<file path="src/rtl/key_event_ctrl.sv">
// key_event_ctrl: PS/2 scan-code decoder feeding a fall-through event FIFO,
// with live held-key tracking for five game keys and a sticky overflow flag.
module key_event_ctrl #(
  parameter int FIFO_DEPTH     = 4,
  parameter int PREFIX_TIMEOUT = 100000
) (
  input  logic       clk,
  input  logic       rst,
  input  logic [7:0] rx_data,
  input  logic       rx_valid,
  output logic       evt_valid,
  input  logic       evt_ready,
  output logic [7:0] evt_code,
  output logic       evt_ext,
  output logic       evt_break,
  output logic [4:0] held,
  output logic       ovf,
  input  logic       ovf_clr
);
  localparam int AW = $clog2(FIFO_DEPTH);
  localparam int TW = $clog2(PREFIX_TIMEOUT + 1);
  localparam logic [TW-1:0] TLAST = TW'(PREFIX_TIMEOUT - 1);
  typedef enum logic [1:0] {IDLE, EXT, BRK, EXT_BRK} state_t;
  state_t state, state_nxt;
  logic [TW-1:0] tcnt, tcnt_nxt;
  logic emit, pend, full, pop, wr, is_pre, is_junk;
  logic [9:0] pend_ev, head;
  logic [9:0] mem [FIFO_DEPTH];
  logic [AW-1:0] rd_ptr, wr_ptr;
  logic [AW:0] count;
  logic [4:0] hmask;
  assign is_pre  = rx_data == 8'hE0 || rx_data == 8'hF0;
  assign is_junk = rx_data inside {8'h00, 8'hAA, 8'hE1, 8'hFA, 8'hFE, 8'hFF};
  // A prefix byte never emits; in a non-idle state it either advances or aborts.
  always_comb begin
    state_nxt = state;
    tcnt_nxt  = '0;
    emit      = 1'b0;
    if (rx_valid) begin
      state_nxt = state == IDLE ? (rx_data == 8'hE0 ? EXT : rx_data == 8'hF0 ? BRK : IDLE)
                : (state == EXT && rx_data == 8'hF0) ? EXT_BRK : IDLE;
      emit      = !is_pre && !(state == IDLE && is_junk);
    end else if (state != IDLE) begin
      state_nxt = tcnt == TLAST ? IDLE : state;
      tcnt_nxt  = tcnt == TLAST ? '0 : tcnt + 1'b1;
    end
  end
  always_ff @(posedge clk or posedge rst) begin
    if (rst) begin
      state   <= IDLE;
      tcnt    <= '0;
      pend    <= 1'b0;
      pend_ev <= '0;
    end else begin
      state   <= state_nxt;
      tcnt    <= tcnt_nxt;
      pend    <= emit;
      pend_ev <= {state == BRK || state == EXT_BRK, state == EXT || state == EXT_BRK, rx_data};
    end
  end
  assign pop       = evt_valid && evt_ready;
  assign full      = count == (AW+1)'(FIFO_DEPTH);
  assign wr        = pend && (!full || pop);
  assign head      = mem[rd_ptr];
  assign evt_valid = count != '0;
  assign evt_code  = evt_valid ? head[7:0] : '0;
  assign evt_ext   = evt_valid && head[8];
  assign evt_break = evt_valid && head[9];
  assign hmask = {!pend_ev[8] && pend_ev[7:0] == 8'h29,
                  pend_ev[8] && pend_ev[7:0] == 8'h75,
                  pend_ev[8] && pend_ev[7:0] == 8'h72,
                  pend_ev[8] && pend_ev[7:0] == 8'h74,
                  pend_ev[8] && pend_ev[7:0] == 8'h6B};
  always_ff @(posedge clk) begin
    if (wr) mem[wr_ptr] <= pend_ev;
  end
  // Held keys follow every decoded event, even ones the full FIFO drops.
  always_ff @(posedge clk or posedge rst) begin
    if (rst) begin
      rd_ptr <= '0;
      wr_ptr <= '0;
      count  <= '0;
      ovf    <= 1'b0;
      held   <= '0;
    end else begin
      rd_ptr <= pop ? rd_ptr + 1'b1 : rd_ptr;
      wr_ptr <= wr ? wr_ptr + 1'b1 : wr_ptr;
      count  <= count + (AW+1)'(wr) - (AW+1)'(pop);
      ovf    <= (pend && full && !pop) || (ovf && !ovf_clr);
      held   <= pend ? (pend_ev[9] ? held & ~hmask : held | hmask) : held;
    end
  end
endmodule

</file>
<file path="config.mk">
export PLATFORM = sky130hd
export DESIGN_NAME = key_event_ctrl
export DESIGN_NICKNAME = d
export VERILOG_FILES = /design/src/rtl/key_event_ctrl.sv
export SDC_FILE = /design/constraint.sdc
export NUM_CORES = 1
export LEC_CHECK = 0
export CAP_MARGIN = 20
export CELL_PAD_IN_SITES_DETAIL_PLACEMENT = 0
export CELL_PAD_IN_SITES_GLOBAL_PLACEMENT = 1
export CORE_MARGIN = 1
export CORE_UTILIZATION = 35
export CTS_CLUSTER_SIZE = 8
export DETAILED_ROUTE_END_ITERATION = 12
export HOLD_SLACK_MARGIN = 0.15
export PLACE_DENSITY = 0.63
export SLEW_MARGIN = 20
export SYNTH_ARGS = -nofsm -noshare
export SYNTH_HDL_FRONTEND = slang
export SYNTH_SLANG_ARGS = --single-unit
</file>
<file path="constraint.sdc">
create_clock -name clk -period 2.6 [get_ports clk]
set_input_delay 0.78 -clock clk [delete_from_list [all_inputs] [get_ports clk]]
set_output_delay 0.78 -clock clk [all_outputs]
set_load 0.02 [all_outputs]
</file>
==> flow_metrics.py <==
metrics = {
    "status": {
        "status": "complete, no violations",
    },
    "sta": {
        "fin_skew_ns": 0.0125,
        "rsz0062_at_grt": "no",
        "worst_slew_pin_slew_ns": 0.552,
        "setup_viol": 0,
        "slew_headroom": 0.632,
        "post-route-period-util": 0.967,
        "drv_slew": 0,
        "finalHoldViolations": 0,
        "fmaxAchievable_mhz": 398,
        "setup_ws_ns": 0.0854,
        "finalCriticalPeriod_ns": 2.51,
    },
    "global_route": {
        "use_met1": 0.168,
        "grt_use_met3": 0.0346,
        "grt_max_degree": 44,
        "grt_use_met2": 0.226,
        "gr-total-overflow": 0,
        "grt-busiest-layer": "met2",
        "antenna_found_initial": 0,
        "grt_pass1_wl_mm": 10.4,
        "grt_usage": 0.136,
        "grt_pass1_vias": 2042,
    },
    "power_and_ir_drop": {
        "p_leak_nw": 1.57,
        "p_per_area_nw_per_um2": 887,
        "irDropWorstVdd_mv": 0.296,
        "finalPower_mw": 3.79,
    },
    "routing": {
        "via_per_inst": 4.72,
        "drt_wl_total_mm": 6.32,
        "dr.pass1.iters": 4,
        "ant_nets": 0,
        "vias": 2091,
        "wl_per_cell_um": 14.3,
        "route.detailed.drc": 0,
        "drt_iter0_markers": 43,
    },
    "worst_setup_path": {
        "worstSetupEndpoint": "evt_code[4]",
        "cp-start-kind": "flip-flop",
        "cp_max_fo": 5,
        "r2r_slack_ns": 0.65,
        "r2r_start": "count[2]",
        "cp-startpoint": "rd_ptr[0]",
        "worst-setup-path-type": "reg2out",
        "end_kind": "output pin",
        "r2r_end": "count[2]",
        "reg2reg_depth": 7,
        "required_ns": 1.82,
        "worstPathArrival_ns": 1.73,
    },
    "job": {
        "max_cap_violations": 0,
    },
    "synth": {
        "synth_top_family_by_area": "simple AND/OR/NAND/NOR gates",
        "synth_nets": 278,
        "synth_seq_area_share": 0.643,
        "synthSimpleGateAreaFrac": 0.153,
        "synth-seq-cells": 83,
        "synth_area_um2": 3540,
        "synth_cells": 258,
        "yosys.area_share.adder": 0.0269,
        "yosysUniqueCellTypes": 36,
        "ys_warn_count": 0,
        "synth-compound-area-share": 0.0265,
        "avgSynthCellArea_um2": 13.7,
        "synthXorXnorAreaFrac": 0.0470,
        "synthMuxAreaShare": 0.0778,
    },
    "min_path": {
        "hold_depth": 1,
        "hp-class": "reg2reg",
    },
    "cells_and_area": {
        "area_delta_synth_final_pct": 20.6,
        "diodes": 0,
        "final_cell_mix": "43 x dfrtp_1, 40 x edfxtp_1, 21 x nor2_1, 18 x clkdlybuf4s50_1, 16 x xnor2_1",
        "fillers": 931,
        "drive_gt1_frac": 0.190,
        "mostFrequentLayoutCell": "dfrtp_1",
        "finalNetCount": 325,
    },
    "clocking": {
        "cts_max_level": 3,
        "cts_tree": "built",
        "clk_path_buf_depth": 2,
        "cts_buffers": 9,
        "clkLatencyLatePin_ns": 0.35,
        "holdBufCountCts": 0,
        "clk_pin_slew_ns": 0.09,
        "cts-root-buf": "clkbuf_8",
        "cts.sinks": 83,
    },
    "place": {
        "dp_hpwl_mm": 4.37,
        "port_buffers": 29,
        "post-place-ws_ns": -0.0186,
        "place.gp.congestion": 0.784,
    },
    "floorplan": {
        "die_area_um2": 10500,
        "core_um2": 9770,
        "ios": 30,
        "rows": 36,
        "dieHeight_um": 103,
        "die_w_um": 103,
        "start_util": 0.362,
    },
}
kinds of logic after synthesis:
family,Yosys count
adders and majority gates,7
muxes,15
DFF,83
buffers and inverters,23
xor gates and xnor gates,19
and+or+nand+nor,97
AOI/OAI and AO/OA,14
critical path: stages, from the launching register on:
cell     delay (ns)
dfrtp_1        0.39
buf_6          0.15
buf_12         0.10
mux4_2         0.47
and2_4         0.15
buf_6          0.12
power by group:
part	total [mW]	internal [mW]	switching [mW]
clock network	0.928	0.451	0.477
registers	1.67	1.59	0.0841
logic	1.19	0.613	0.575
total	3.79	2.65	1.14
cell type report:
cell class / count / area, um^2 / area share
multi-input cells: 152 / 1180 / 0.277
inverters: 14 / 52.6 / 0.0123
clock buffers: 9 / 124 / 0.0290
clock inverters: 7 / 73.8 / 0.0173
flip-flops and latches: 83 / 2280 / 0.534
repair buffers: 45 / 392 / 0.0918
well taps: 133 / 166 / 0.0390
per-layer routing:
layer  vias up  routed length [um]
met1      1024                2860
li1       1026                   -
met4         0                 109
met3        10                 181
met2        31                3170
met5         -                   0
what timing repair did:
action | CTS | global route
hold endpoints to repair | 0 | 0
setup endpoints to repair | 11 | 7
gates resized for setup | 39 | 11
buffers inserted | 2 | 1
pin swaps | 0 | 2
Yosys cell counts, drive strengths merged:
master  count  share of area
and4        1         0.0028
nand4       7          0.012
nand3b      1         0.0021
dfrtp      43           0.30
a21oi       2         0.0028
edfxtp     40           0.34
nor4        7          0.012
nand4b      1         0.0025
nor2b       1         0.0018
o221a       1         0.0032
a21o        1         0.0021
xor2        3         0.0074
nor4bb      3         0.0085
o31ai       3         0.0064
mux2i       5          0.014
clkbuf      6         0.0064
mux4       10          0.064
and2       14          0.025
buf         3         0.0042
or3         4         0.0071
nand3      11          0.018
a41oi       1         0.0025
nor4b       3         0.0074
xnor2      16          0.040
o21ai       5         0.0071
nor2       21          0.022
inv        14          0.015
nand2      12          0.013
nand2b      3         0.0053
a22o        1         0.0025
or4         2         0.0042
fa          1         0.0057
ha          6          0.021
nor3        6         0.0085
stage by stage:
stage / cells / utilization / hold WS, ns / setup TNS [ns] / cell area (um^2)
floorplan: 258 / - / 0.453 / 0 / 3540
global placement: 424 / 0.415 / 0.485 / 0 / 4060
detailed placement: 424 / 0.415 / 0.480 / -0.179 / 4060
CTS: 442 / 0.437 / 0.505 / 0 / 4270
global route: 443 / 0.437 / 0.548 / 0 / 4270
finish: 443 / 0.437 / 0.509 / 0 / 4270
how the worst min path moves through the flow:
stage                   from        to  slack (ns)
floorplan           count[2]  count[2]        0.45
global placement    count[2]  count[2]        0.48
detailed placement  count[2]  count[2]        0.48
CTS                 count[2]  count[2]        0.51
global route        count[2]  count[2]        0.55
finish              count[2]  count[2]        0.51
flip-flops by register name (all words and copies together), names as in the netlist, named ones only:
name     flops
pend_ev     10
wr_ptr       2
tcnt        17
count        3
rd_ptr       2
state        2
pend         1
ovf          1
mem         40
Power figures use the tool's default switching activity.
